<file path="src/rtl/fetch_queue.sv">
`default_nettype none
// +----------------------------------------------------------------------------+
// | fetch_queue: instruction fetch with DEPTH-entry prefetch queue, credit-    |
// | based request/grant toward memory and valid/ready toward decode.          |
// | Optional FETCH_BYPASS_EN: empty-queue responses go straight to decode.    |
// | Revision: 1.0                                                              |
// +----------------------------------------------------------------------------+
module fetch_queue #(
   parameter int          ADDR_W   = 16,
   parameter int          DATA_W   = 16,
   parameter int          DEPTH    = 4,
   parameter int unsigned RESET_PC = 0
) (
   input  logic              clk,
   input  logic              rst,
   input  logic [ADDR_W-1:0] target_bp,
   input  logic              target_en_bp,
   output logic              mem_req,
   output logic [ADDR_W-1:0] address_to_memory,
   input  logic              mem_gnt,
   input  logic              mem_rvalid,
   input  logic [DATA_W-1:0] data_from_memory,
   output logic [DATA_W-1:0] instruction_if,
   output logic [ADDR_W-1:0] next_program_counter_if,
   output logic              if_valid,
   input  logic              if_ready
);

   localparam int c_PTR_W = $clog2(DEPTH);
   localparam int c_CNT_W = $clog2(DEPTH + 1);

   logic [ADDR_W-1:0]  r_pc;
   logic [ADDR_W-1:0]  r_rsp_pc;
   logic [c_CNT_W-1:0] r_out;
   logic [c_CNT_W-1:0] r_discard;
   logic [c_CNT_W-1:0] r_count;
   logic [c_PTR_W-1:0] r_wptr;
   logic [c_PTR_W-1:0] r_rptr;
   logic [DATA_W-1:0]  r_data [DEPTH];
   logic [ADDR_W-1:0]  r_npc  [DEPTH];

   logic               w_credit;
   logic               w_gnt;
   logic               w_rsp;
   logic               w_keep;
   logic               w_q_valid;
   logic               w_byp;
   logic               w_pop;
   logic               w_push;
   logic [c_CNT_W-1:0] w_out_nxt;
   logic [ADDR_W-1:0]  w_rsp_npc;

   assign w_credit  = ({1'b0, r_count} + {1'b0, r_out}) < (c_CNT_W + 1)'(DEPTH);
   assign mem_req   = !rst && !target_en_bp && w_credit;
   assign w_gnt     = mem_req && mem_gnt;
   // Responses with nothing outstanding are stale (e.g. issued before reset).
   assign w_rsp     = mem_rvalid && (r_out != '0);
   assign w_keep    = w_rsp && (r_discard == '0) && !target_en_bp;
   assign w_q_valid = (r_count != '0);
   assign w_rsp_npc = r_rsp_pc + ADDR_W'(1);
   assign address_to_memory = r_pc;

`ifdef FETCH_BYPASS_EN
   assign w_byp = w_keep && !w_q_valid;
`else
   assign w_byp = 1'b0;
`endif

   assign if_valid = !target_en_bp && (w_q_valid || w_byp);
   assign w_pop    = if_valid && if_ready && w_q_valid;
   assign w_push   = w_keep && !(w_byp && if_ready);

   always_comb begin
      instruction_if          = '0;
      next_program_counter_if = '0;
      if (w_q_valid) begin
         instruction_if          = r_data[r_rptr];
         next_program_counter_if = r_npc[r_rptr];
      end else if (w_byp) begin
         instruction_if          = data_from_memory;
         next_program_counter_if = w_rsp_npc;
      end
   end

   always_comb begin
      w_out_nxt = r_out;
      if (w_gnt && !w_rsp)
         w_out_nxt = r_out + c_CNT_W'(1);
      else if (!w_gnt && w_rsp)
         w_out_nxt = r_out - c_CNT_W'(1);
   end

   always_ff @(posedge clk or posedge rst) begin
      if (rst) begin
         r_pc      <= ADDR_W'(RESET_PC);
         r_rsp_pc  <= ADDR_W'(RESET_PC);
         r_out     <= '0;
         r_discard <= '0;
         r_count   <= '0;
         r_wptr    <= '0;
         r_rptr    <= '0;
      end else begin
         r_out <= w_out_nxt;
         if (target_en_bp) begin
            // Everything still in flight after this cycle belongs to the old path.
            r_pc      <= target_bp;
            r_rsp_pc  <= target_bp;
            r_discard <= w_out_nxt;
            r_count   <= '0;
            r_wptr    <= '0;
            r_rptr    <= '0;
         end else begin
            if (w_gnt)
               r_pc <= r_pc + ADDR_W'(1);
            if (w_rsp && (r_discard != '0))
               r_discard <= r_discard - c_CNT_W'(1);
            if (w_keep)
               r_rsp_pc <= w_rsp_npc;
            if (w_push)
               r_wptr <= r_wptr + c_PTR_W'(1);
            if (w_pop)
               r_rptr <= r_rptr + c_PTR_W'(1);
            if (w_push && !w_pop)
               r_count <= r_count + c_CNT_W'(1);
            else if (!w_push && w_pop)
               r_count <= r_count - c_CNT_W'(1);
         end
      end
   end

   always_ff @(posedge clk) begin
      if (w_push && !target_en_bp) begin
         r_data[r_wptr] <= data_from_memory;
         r_npc[r_wptr]  <= w_rsp_npc;
      end
   end

endmodule
`default_nettype wire

</file>
<file path="config.mk">
export PLATFORM = sky130hd
export DESIGN_NAME = fetch_queue
export DESIGN_NICKNAME = d
export VERILOG_FILES = /design/src/rtl/fetch_queue.sv
export SDC_FILE = /design/constraint.sdc
export NUM_CORES = 1
export LEC_CHECK = 0
export BUFFER_PORTS_ARGS = -buffer_cell sky130_fd_sc_hd__buf_2
export CAP_MARGIN = 0
export CELL_PAD_IN_SITES_DETAIL_PLACEMENT = 0
export CELL_PAD_IN_SITES_GLOBAL_PLACEMENT = 1
export CORE_ASPECT_RATIO = 1.2
export CORE_MARGIN = 1
export CORE_UTILIZATION = 48
export CTS_CLUSTER_DIAMETER = 50
export CTS_CLUSTER_SIZE = 25
export DETAILED_ROUTE_END_ITERATION = 6
export PLACE_DENSITY_LB_ADDON = 0.1
export SYNTH_ARGS = -nofsm -noshare
export SYNTH_HDL_FRONTEND = slang
export SYNTH_SLANG_ARGS = --single-unit
export TNS_END_PERCENT = 10
</file>
<file path="constraint.sdc">
create_clock -name clk -period 3.6 [get_ports clk]
set_input_delay 0.36 -clock clk [delete_from_list [all_inputs] [get_ports clk]]
set_output_delay 0.36 -clock clk [all_outputs]
set_load 0.05 [all_outputs]
</file>
# [After elaboration in Yosys (flattened, before gate mapping)]
# Memory sizes are Yosys's and may differ from the RTL's.
# Index checks and enable logic that the tools add are counted.
[totals] ff_bits=45 ramBits=128 mem_bits_ro=0 n_memories=2 latch_bits=0 inputBits=38
[mem_list] name="r_data" words=4 word_bits=16 read_ports=1 rd_clocked_by_memory_dff=0 wr=1 line_no="39" text="logic [DATA_W-1:0] r_data [DEPTH];"
[mem_list] name="r_npc" words=4 word_bits=16 read_ports=1 rd_clocked_by_memory_dff=0 wr=1 line_no="40" text="logic [ADDR_W-1:0] r_npc [DEPTH];"
[op_classes] reduce_logical=30 mul=0 n_shift=0 n_lt_le_gt_ge=1 n_eq_ne=0 div_mod_pow=0 addsub=10 bitwise_logic=0 mux=19
[ops] operator="$mux 16" n=6
[ops] operator="$add 16x1->16 const B" n=2
[ops] operator="$mux 3" n=7
[ops] operator="$logic_and 1x1->1" n=15
[ops] operator="$reduce_bool 3->1" n=4
[ops] operator="$sub 3x1->3 const B" n=3
[ops] operator="$mux 2" n=4
[ops] operator="$reduce_bool 2->1" n=4
[ops] operator="$add 3x1->3 const B" n=2
[ops] operator="$logic_not 1->1" n=6
[ops] operator="$add 2x1->2 const B" n=2
[ops] operator="$add 3x3->4" n=1
[ops] operator="$lt 4x3->1 const B" n=1
[ops] operator="$logic_not 3->1" n=1
[ops] operator="$mux 1" n=2

# [Longest topological paths before layout]
# Gate-level depths: netlist of run 1.
[depth] depth_word=9 depth_mapped=12

# [Worst setup path after synthesis of run 1]
# OpenSTA, ideal clock, no wires.
[synth_timing] path_type="reg-to-reg" from="register r_out[1]" to="memory r_data[0][0] (enable)" path_buffers=2 setup_slack_ns=0.657 path_stages_with_launch=8 setup_time_ns=0.392 t_arrival_ns=2.551 cell_sequence="dfrtp_1 inv_1 ha_1 ha_1 nor4bb_1 clkbuf_1 clkbuf_1 and3_1"
[synth_between] elab_chain_len=7
[synth_lines] element="from (decl)" line_no="34" text="logic [c_CNT_W-1:0] r_out;"
[synth_lines] element="from (signal assigned)" line_no="103" text="r_out <= w_out_nxt;"
[synth_lines] element="$reduce_bool 3->1" line_no="57" text="assign w_rsp = mem_rvalid && (r_out != '0);"
[synth_lines] element="$logic_and 1x1->1" line_no="57"
[synth_lines] element="$logic_and 1x1->1 (2 in series)" line_no="58" text="assign w_keep = w_rsp && (r_discard == '0) && !target_en_bp;"
[synth_lines] element="$logic_and 1x1->1" line_no="132" text="if (w_push && !target_en_bp) begin"
[synth_lines] element="$mux 1" line_no="132"
[synth_lines] element="$mux 1 (not written as such)" line_no="133" text="r_data[r_wptr] <= data_from_memory;"
[synth_lines] element="to (decl)" line_no="39"
# Every way passes these cells.

# [Final worst setup path of run 1]
[layout_timing] from="register r_count[2]" to="register r_pc[10], in the netlist address_to_memory[10]"
[layout_between] elab_chain_len=5
[layout_lines] element="from (decl)" line_no="36" text="logic [c_CNT_W-1:0] r_count;"
[layout_lines] element="from (signal assigned)" line_no="124" text="r_count <= r_count + c_CNT_W'(1);"
[layout_lines] element="from (signal assigned)" line_no="126" text="r_count <= r_count - c_CNT_W'(1);"
[layout_lines] element="$add 3x3->4" line_no="53" text="assign w_credit = ({1'b0, r_count} + {1'b0, r_out}) < (c_CNT_W + 1)'(DEPTH);"
[layout_lines] element="$lt 4x3->1" line_no="53"
[layout_lines] element="$logic_and 1x1->1" line_no="54" text="assign mem_req = !rst && !target_en_bp && w_credit;"
[layout_lines] element="$logic_and 1x1->1" line_no="55" text="assign w_gnt = mem_req && mem_gnt;"
[layout_lines] element="$reduce_bool 2->1 (no source line)"
[layout_lines] element="to (signal assigned)" line_no="95" text="r_pc <= ADDR_W'(RESET_PC);"
[layout_lines] element="to (signal assigned)" line_no="106" text="r_pc <= target_bp;"
[layout_lines] element="to (signal assigned)" line_no="114" text="r_pc <= r_pc + ADDR_W'(1);"
[layout_lines] element="to (decl)" line_no="32" text="logic [ADDR_W-1:0] r_pc;"
# Every way passes these cells.
# A chain may end at the register's enable or synchronous reset.

==> run metrics, run 1 <==
cts repair resizes=0; CP Max Fanout=10; placed cells=817; grt ovf=0; final core occ=57.5%; Yosys warnings=0; first-pass GRT wire length=24.3 mm; delay of the slowest critical-path stage=0.68 ns; PD cells=737 nW/um^2; Worst Skew=0.0104 ns; Syn Inst Count=540; initial antenna violation count=0; number of port buffers=87; R2R Setup Slk=0.75 ns; H-tree depth=4; Final Max Tran Viols=0; critical path's top delay family=simple AND/OR/NAND/NOR gates; CP Depth=5; status=completed; clock buffer depth=2; DP HPWL=9.72 mm; Reg clk slew, reported paths=0.07 ns; CP Buf/Inv Count=0; endpoints failing setup=0; Worst setup SP type=flop; vias=4651; Hold Path Class=primary input to asynchronous set/reset pin; CP Capture Type=flop; sum of negative setup slack=0 ns; layout overhead on the synthesized area=16.5%; Routed WL=14.9 mm; most frequent CP cell=or4_1; Worst Tran Pin Value=0.775 ns; Design Power=6.65 mW; MaxCap Viol Count=0; Top FF cell, synth=edfxtp_1; layout cells sized above 1=26.4%; crit path launch=r_count[2]$_DFFE_PP0P_; RePlAce Congestion=0.815; area of the core=15700 sq um; VDD IR-drop max=385 uV; Leak=3.29 nW; post-CTS setup repair buffer count=0; Critical Path RT=3.94 ns; RSZ-0062 raised after global routing=false; largest net degree at the start of global routing=42; total CTS buffers=17; final hold viol count=0; Rel. slew slack=47.9%; kind of critical path=flop to flop; Post-synth EDFFs=128; Final Cycle Share=79.1%; Synthesized Nets=592; crit path capture=address_to_memory[10]$_DFFE_PP0P_; worst r2r dst=address_to_memory[10]$_DFFE_PP0P_; Final min period=2.85 ns; GR Util All Layers=19.2%; CTS Root Cell=clkbuf_16; die height=141 um; Synth top area share=49.6%; Syn Std Cell Area=7750 sq um; vias in the first global route=4794; Antenna Nets Post-Route=0; Die Area=16700 sq um; post-synthesis register bit count=173; Synth async-reset ratio=26.0%; io pins=88; CTS tree=yes; Post-Place Worst Slack=0.730 ns; fin worst setup slack=0.752 ns; Final Non-Filler Cells=848; Synth area leaders=edfxtp_1, dfrtp_1, mux4_2; NumNets Final=680; Cell Chain, Critical Path=ha_1 -> or4_1 -> or4_1 -> or4_1 -> a31oi_1; WL per Instance=17.6 um; Detailed Routing Iterations Pass 1=6; Max Fclk=351 MHz; initial core utilization=49.3%; Hold-fix buffers, CTS=0; Iteration-0 DRC Markers=359; clock sink total=173; sequential share of the synthesized area=64.1%; critical path arrival=3.19 ns; DIE WIDTH=118 um; row count=50; ant diodes=0; RR Startpoint=r_count[2]$_DFFE_PP0P_; vias per cell=5.48; biggest area consumer among synthesized cells=edfxtp_1; DRC=0; r2r worst-path depth=5; clock latency on the worst-skew pair=0.42 ns; slowest CP cell=or4_1; Distinct cells, synth=48; Synth Area per Inst=14.3 sq um
[metrics by stage]
| stage | hold slack, ns | cell area [sq um] |
|---|---|---|
| finish | 0.00330 | 9020 |
| global route | 0.0465 | 9020 |
| CTS | 0.0137 | 9020 |
| detailed placement | 0.466 | 8450 |
| global placement | 0.470 | 8450 |
| floorplan | 0.459 | 7750 |
[metal layers]
metal  vias up  global-route usage (%)  routed length (um)
met2       101                    33.1                7650
li1       2225                       -                   -
met1      2308                    23.9                6560
met3        17                    4.13                 526
met4         0                    6.48                 180
met5         -                       0                   0
[cells in the final DEF, fill, tap and decap left out, types with 7 or more instances in the layout]
cell type / instances
nand3_1: 20
nor2_1: 19
inv_1: 17
nand4_1: 8
buf_2: 87
nor2b_1: 35
mux4_2: 32
buf_4: 13
o21ai_0: 24
clkbuf_16: 17
or4_1: 10
dfrtp_1: 44
ha_1: 13
a21oi_1: 7
xor2_1: 12
and3_1: 11
xnor2_1: 22
nand2_1: 34
edfxtp_1: 128
[worst register-to-register path, stage by stage, from the launching register on]
cell and delay (ns):
dfrtp_1 0.43, ha_1 0.28, or4_1 0.62, or4_1 0.68
or4_1 0.55, a31oi_1 0.20
[worst min-delay path by stage]
stage	startpoint	slack, ns	end
2_1_floorplan	data_from_memory[0]	0.46	r_data[0][0]$_DFFE_PP_
3_3_place_gp	rst	0.47	r_discard[2]$_DFFE_PP0P_
3_5_place_dp	rst	0.47	r_discard[2]$_DFFE_PP0P_
4_1_cts	rst	0.01	r_discard[2]$_DFFE_PP0P_
5_1_grt	rst	0.05	r_discard[2]$_DFFE_PP0P_
6_report	rst	0.003	r_discard[2]$_DFFE_PP0P_
[where the power goes]
part	switching, mW	leakage (nW)	total (mW)	internal, mW
Sequential	0.178	1.70	2.49	2.31
Clock	0.738	0.267	1.76	1.02
Combinational	1.62	1.33	2.41	0.783
Total	2.54	3.29	6.65	4.11
[layout make-up]
class                   instances  area (sq um)
repair buffers                101           553
clock buffers                  18           429
clock inverters                13           143
well taps                     208           260
inverters                      17          63.8
flip-flops and latches        173          4970
multi-input cells             318          2600
fillers                      1304          6680
[cells by family after synthesis]
kind of cell	count (synthesis)	synth area share, %
adder cells (fa/ha/maj)	15	2.49
buffers and inverters	49	2.41
XOR/XNOR	34	3.84
AO/OA/AOI/OAI	68	5.72
flip-flops	173	64.1
multiplexers	36	9.84
AND/OR/NAND/NOR	165	11.6
[cells in the mapped netlist (2+ instances only)]
cell	n
dfrtp_1	45
a31oi_1	6
buf_1	4
edfxtp_1	128
o211ai_1	3
or3_1	6
buf_2	2
nor3_1	7
clkbuf_1	26
a21oi_1	7
or2_2	2
and4_1	2
nand4_1	8
nand2b_1	2
mux2i_1	3
nor4_1	3
and2_1	2
o21ai_0	24
xnor2_1	22
xor2_1	12
o41ai_1	2
nand3_1	20
inv_1	17
mux4_2	32
a221o_1	2
a211oi_1	5
a21o_1	2
ha_1	13
nand2_1	34
and3_1	11
nor2_1	19
o31ai_1	5
o311ai_0	6
or4_1	10
nor2b_1	35
[flip-flops by register name, indices dropped and copies added, names as in the netlist]
register / count
address_to_memory: 16
r_count: 3
r_data: 64
r_discard: 3
r_npc: 64
r_out: 3
r_rptr: 2
r_rsp_pc: 16
r_wptr: 2
(Power assumes the default switching activity.)
==> run 2: changes to the inputs <==
--- a/config.mk
+++ b/config.mk
@@ -5,13 +5,14 @@
 export SDC_FILE = /design/constraint.sdc
 export NUM_CORES = 1
 export LEC_CHECK = 0
+export ABC_AREA = 1
 export BUFFER_PORTS_ARGS = -buffer_cell sky130_fd_sc_hd__buf_2
 export CAP_MARGIN = 0
 export CELL_PAD_IN_SITES_DETAIL_PLACEMENT = 0
 export CELL_PAD_IN_SITES_GLOBAL_PLACEMENT = 1
 export CORE_ASPECT_RATIO = 1.2
 export CORE_MARGIN = 1
-export CORE_UTILIZATION = 48
+export CORE_UTILIZATION = 46
 export CTS_CLUSTER_DIAMETER = 50
 export CTS_CLUSTER_SIZE = 25
 export DETAILED_ROUTE_END_ITERATION = 6
==> constraint.sdc (replaced) <==
create_clock -name clk -period 2.75 [get_ports clk]
set_input_delay 0.275 -clock clk [delete_from_list [all_inputs] [get_ports clk]]
set_output_delay 0.275 -clock clk [all_outputs]
set_load 0.05 [all_outputs]
==> run metrics, run 2 <==
Antenna Nets Post-Route=0 (unchanged); layout cells sized above 1=18.1% (-8.3 points); Hold-fix buffers, CTS=0 (unchanged); initial antenna violation count=0 (unchanged); Worst Tran Pin Value=0.637 ns (-0.138 ns); leading registers by flop count=r_data x64, r_npc x64; H-tree depth=4 (unchanged); final hold slack=0.0546 ns (+0.0513 ns); Synth Area per Inst=10.1 sq um (-29%); Die Area=17700 sq um (+6.4%); RR Startpoint=r_out[0]$_DFF_PP0_; first-pass GRT wire length=28.1 mm (+16%); vias in the first global route=5432 (+13%); post-CTS setup repair buffer count=0 (unchanged); endpoints failing setup=0 (unchanged); MaxCap Viol Count=0 (unchanged); die height=146 um (+3.1%); Synth top area share=48.6% (-0.99 points); Iteration-0 DRC Markers=443 (+23%); PD cells=1040 nW/um^2 (+41%); NumNets Final=922 (+36%); biggest area consumer among synthesized cells=edfxtp_1; CTS Root Cell=clkbuf_16; io pins=88 (unchanged); Routed WL=17.2 mm (+15%); final core occ=55.2% (-2.2 points); r2r worst-path depth=13 (+8); cts repair resizes=0 (unchanged); Post-synth EDFFs=128 (unchanged); DP HPWL=11.2 mm (+15%); RePlAce Congestion=0.857 (+5.1%); RSZ-0062 raised after global routing=false; layout overhead on the synthesized area=17.7%; Yosys warnings=0 (unchanged); Distinct cells, synth=43 (-10%); DP Area=8690 sq um (+2.8%); Commonest cells post-synth=nor2_1, edfxtp_1, nand2_1, o21ai_0, inv_1; post-synthesis register bit count=173 (unchanged); CP Capture Type=primary output; kind of critical path=flop to primary output; DIE WIDTH=122 um (+3.1%); top-count cell post-synth=nor2_1; clock latency on the worst-skew pair=0.43 ns (about the same); post-route cell area=9310 sq um (+3.2%); status=completed; GR Util All Layers=20.9% (+1.7 points); Critical Path RT=2.48 ns (-1.46 ns); number of port buffers=87 (unchanged); row count=52 (+4.0%); Syn Std Cell Area=7910 sq um (+2.0%); WL per Instance=15.7 um (-11%); worst r2r dst=r_count[2]$_DFFE_PP0P_; Worst setup SP type=flop; Leak=3.78 nW (+15%); area of the core=16900 sq um (+7.3%); VDD IR-drop max=447 uV (+16%); Final Max Tran Viols=0 (unchanged); Detailed Routing Iterations Pass 1=5 (-1); Syn Inst Count=779 (+44%); largest net degree at the start of global routing=49 (+17%); Final Cycle Share=86.6%; ant diodes=0 (unchanged); grt ovf=0 (unchanged); Top FF cell, synth=edfxtp_1; R2R Setup Slk=0.62 ns (-0.13 ns); Synth area leaders=edfxtp_1, dfrtp_1, nor2_1; clock buffer depth=2 (unchanged); crit path launch=r_rptr[0]$_DFFE_PP0P_; clock sink total=173 (unchanged); sequential share of the synthesized area=62.9% (-1.3 points); CTS tree=yes; Max Fclk=420 MHz; CP Max Fanout=48 (+38); total CTS buffers=17 (unchanged); critical path arrival=2.11 ns (-1.08 ns); final hold viol count=0 (unchanged); Rel. slew slack=57.6% (+9.7 points); vias=5607 (+21%); Worst Skew=0.0155 ns (+0.00508 ns); Final min period=2.38 ns; most frequent cells in the layout=nor2_1, edfxtp_1, nand2_1, buf_2, o21ai_0; commonest non-fill, non-tap cell in the layout=nor2_1; Hold Path Class=primary input to asynchronous set/reset pin; DRC=0 (unchanged); Synth async-reset ratio=26.0% (unchanged); Synthesized Nets=831 (+40%); sum of negative setup slack=0 ns (unchanged); initial core utilization=46.9% (-2.4 points); Reg clk slew, reported paths=0.06 ns (about the same); vias per cell=5.12 (-6.7%)
==> run 2: through the flow <==
stage	worst slack (ns)	instances	power [mW]
after CTS	0.273	1096	9.81
final	0.368	1096	9.71
after global routing	0.187	1096	10.2
after detailed placement	0.633	1067	7.26
after floorplan	-0.320	779	6.28
after global placement	0.689	1067	7.18
==> run 2: worst max path at each step <==
stage | to | slack [ns] | depth (start not counted)
2_1_floorplan | r_data[0][0]$_DFFE_PP_ | -0.32 | 8
3_3_place_gp | r_count[2]$_DFFE_PP0P_ | 0.69 | 13
3_5_place_dp | r_count[2]$_DFFE_PP0P_ | 0.63 | 13
4_1_cts | next_program_counter_if[5] | 0.27 | 6
5_1_grt | next_program_counter_if[5] | 0.19 | 6
6_report | next_program_counter_if[3] | 0.37 | 6
==> run 2: cell type report <==
class | instances | area [sq um]
timing repair buffer | 103 | 618
multi-input combinational | 513 | 2590
fill | 1481 | 7540
tap | 216 | 270
sequential | 173 | 4970
inverter | 62 | 238
clock buffer | 17 | 425
clock inverter | 12 | 196
==> run 2: per-layer routing <==
layer	wire (um)	track usage [%]	part of all wire [%]
met1	7410	26.3	43
met2	8860	35.6	52
met3	673	4.35	3.9
met4	242	6.73	1.4
met5	0	0	0
==> run 2: worst max-delay path: stages, from the launching register on <==
cell     delay [ns]
dfrtp_2        0.37
buf_4          0.46
nor2_1         0.10
nor2_1         0.10
o21ai_0        0.08
a21oi_1        0.24
buf_2          0.31
==> run 2: power by group <==
group | switching, mW | internal [mW] | leakage, nW
sequential | 0.195 | 3.13 | 1.70
combinational | 2.88 | 0.961 | 1.79
clock | 0.951 | 1.59 | 0.295
total | 4.02 | 5.68 | 3.78
==> run 2: cell families (layout without fill, tap and decap cells) <==
family          Yosys count  in the layout  share of synthesized area (%)
flops                   173            173                           62.9
fa+ha+maj                14             14                           2.31
simple gates            338            338                           18.3
compound gates          141            141                           9.56
buf+inv                  93            194                           4.76
xor+xnor                 20             20                           2.22
==> run 3: changes to the inputs <==
==> constraint.sdc (replaced) <==
create_clock -name clk -period 2.75 [get_ports clk]
set_input_delay 0.4125 -clock clk [delete_from_list [all_inputs] [get_ports clk]]
set_output_delay 0.4125 -clock clk [all_outputs]
set_load 0.05 [all_outputs]
==> run metrics, run 3 (synthesis results as in run 2) <==
Final Cycle Share=91.2% (+4.5 points); Detailed Routing Iterations Pass 1=5 (unchanged); r2r worst-path depth=13 (unchanged); Max Fclk=399 MHz (-5.0%); CP Max Fanout=25 (-48%); vias per cell=5.11 (about the same); most frequent cells in the layout=nor2_1, edfxtp_1, nand2_1, buf_2, o21ai_0; initial antenna violation count=0 (unchanged); total CTS buffers=17 (unchanged); vias=5620 (+0.23%); first-pass GRT wire length=27.9 mm (-0.81%); final core occ=55.1% (-0.16 points); Final Max Tran Viols=0 (unchanged); Worst Skew=0.0101 ns (-0.00534 ns); ant diodes=0 (unchanged); Final Non-Filler Cells=1099 (+0.27%); Leak=3.75 nW (-0.80%); kind of critical path=flop to primary output; number of port buffers=87 (unchanged); status=completed; largest net degree at the start of global routing=46 (-6.1%); DIE WIDTH=122 um (unchanged); PD cells=1030 nW/um^2 (-1.0%); io pins=88 (unchanged); NumNets Final=923 (+0.11%); placed cells=1068 (+0.094%); Rel. slew slack=58.9% (+1.4 points); CTS tree=yes; grt ovf=0 (unchanged); final hold slack=0.185 ns (+0.131 ns); Critical Path RT=2.34 ns (-0.14 ns); DRC=0 (unchanged); MaxCap Viol Count=0 (unchanged); RR Startpoint=r_out[0]$_DFF_PP0_; Reg clk slew, reported paths=0.06 ns (about the same); clock sink total=173 (unchanged); DP HPWL=11.3 mm (+0.78%); critical path arrival=2.09 ns (-0.02 ns); VDD IR-drop max=480 uV (+7.5%); CTS Root Cell=clkbuf_16; layout overhead on the synthesized area=17.4%; Worst Tran Pin Value=0.616 ns (-0.0207 ns); Die Area=17700 sq um (unchanged); Hold Path Class=primary input to asynchronous set/reset pin; die height=146 um (unchanged); leading registers by flop count=r_data x64, r_npc x64; Iteration-0 DRC Markers=402 (-9.3%); layout cells sized above 1=18.5% (+0.39 points); initial core utilization=46.9% (unchanged); area of the core=16900 sq um (unchanged); final hold viol count=0 (unchanged); post-CTS setup repair buffer count=0 (unchanged); row count=52 (unchanged); worst r2r dst=r_count[2]$_DFFE_PP0P_; Routed WL=17.0 mm (-1.0%); clock buffer depth=2 (unchanged); RePlAce Congestion=0.856 (about the same); cts repair resizes=0 (unchanged); Final min period=2.51 ns (+0.125 ns); Worst setup SP type=flop; sum of negative setup slack=0 ns (unchanged); GR Util All Layers=20.6% (-0.30 points); Antenna Nets Post-Route=0 (unchanged); Hold-fix buffers, CTS=0 (unchanged); R2R Setup Slk=0.52 ns (-0.10 ns); endpoints failing setup=0 (unchanged); commonest non-fill, non-tap cell in the layout=nor2_1; clock latency on the worst-skew pair=0.42 ns (about the same); RSZ-0062 raised after global routing=false; H-tree depth=4 (unchanged); WL per Instance=15.5 um (-1.3%); CP Capture Type=primary output; vias in the first global route=5533 (+1.9%)
[run 3: cell count changes in the layout (fill, tap and decap cells not counted)]
| cell | delta |
|---|---|
| clkinvlp_4 | +5 |
| buf_4 | +2 |
| bufinv_16 | -2 |
| clkinv_1 | -2 |
| buf_12 | -1 |
| clkbuf_1 | +1 |
| clkinv_2 | -1 |
| inv_6 | +1 |
[run 3: area by class of cell]
class / instances / area (sq um)
Clock inverter: 13 / 166
Tap cell: 216 / 270
Timing Repair Buffer: 104 / 613
Multi-Input combinational cell: 513 / 2590
Fill cell: 1504 / 7570
Sequential cell: 173 / 4970
Clock buffer: 18 / 429
Inverter: 62 / 241
[run 3: power by group]
| group | total (mW) | internal (mW) | leakage [nW] | switching, mW |
|---|---|---|---|---|
| logic | 3.86 | 0.960 | 1.79 | 2.89 |
| clock network | 2.40 | 1.43 | 0.267 | 0.974 |
| registers | 3.32 | 3.13 | 1.70 | 0.192 |
| total | 9.58 | 5.52 | 3.75 | 4.06 |
[run 3: through the flow]
step / worst slack, ns / instance area (sq um) / total power [mW]
after floorplan: -0.320 / 7910 / 6.28
after global placement: 0.651 / 8680 / 7.18
after detailed placement: 0.533 / 8680 / 7.26
after CTS: 0.140 / 9280 / 9.67
after global routing: 0.110 / 9280 / 10.1
final: 0.243 / 9280 / 9.58
[run 3: routing by layer]
layer  vias to the layer above  global-route usage [%]  part of all wire [%]
met1                      2655                    25.0                    44
li1                       2815                       -                     -
met4                         0                    7.84                   2.0
met5                         -                       0                     0
met3                        28                    3.72                   3.6
met2                       122                    35.9                    51
[run 3: critical path, cell delays in order, from the launching register on]
cell and delay, ns:
dfrtp_2 0.41, inv_2 0.32, buf_4 0.30, o21ai_0 0.13, a21oi_1 0.20, buf_2 0.30
[run 3: worst max path at each step]
stage	from	endpoint	cells after the start
6_report	r_rptr[0]$_DFFE_PP0P_	next_program_counter_if[14]	5
4_1_cts	r_rptr[1]$_DFFE_PP0P_	instruction_if[12]	6
3_5_place_dp	r_out[0]$_DFF_PP0_	r_count[2]$_DFFE_PP0P_	13
5_1_grt	r_rptr[1]$_DFFE_PP0P_	instruction_if[3]	6
2_1_floorplan	r_out[0]$_DFF_PP0_	r_data[0][0]$_DFFE_PP_	8
3_3_place_gp	r_out[0]$_DFF_PP0_	r_data[0][1]$_DFFE_PP_	9
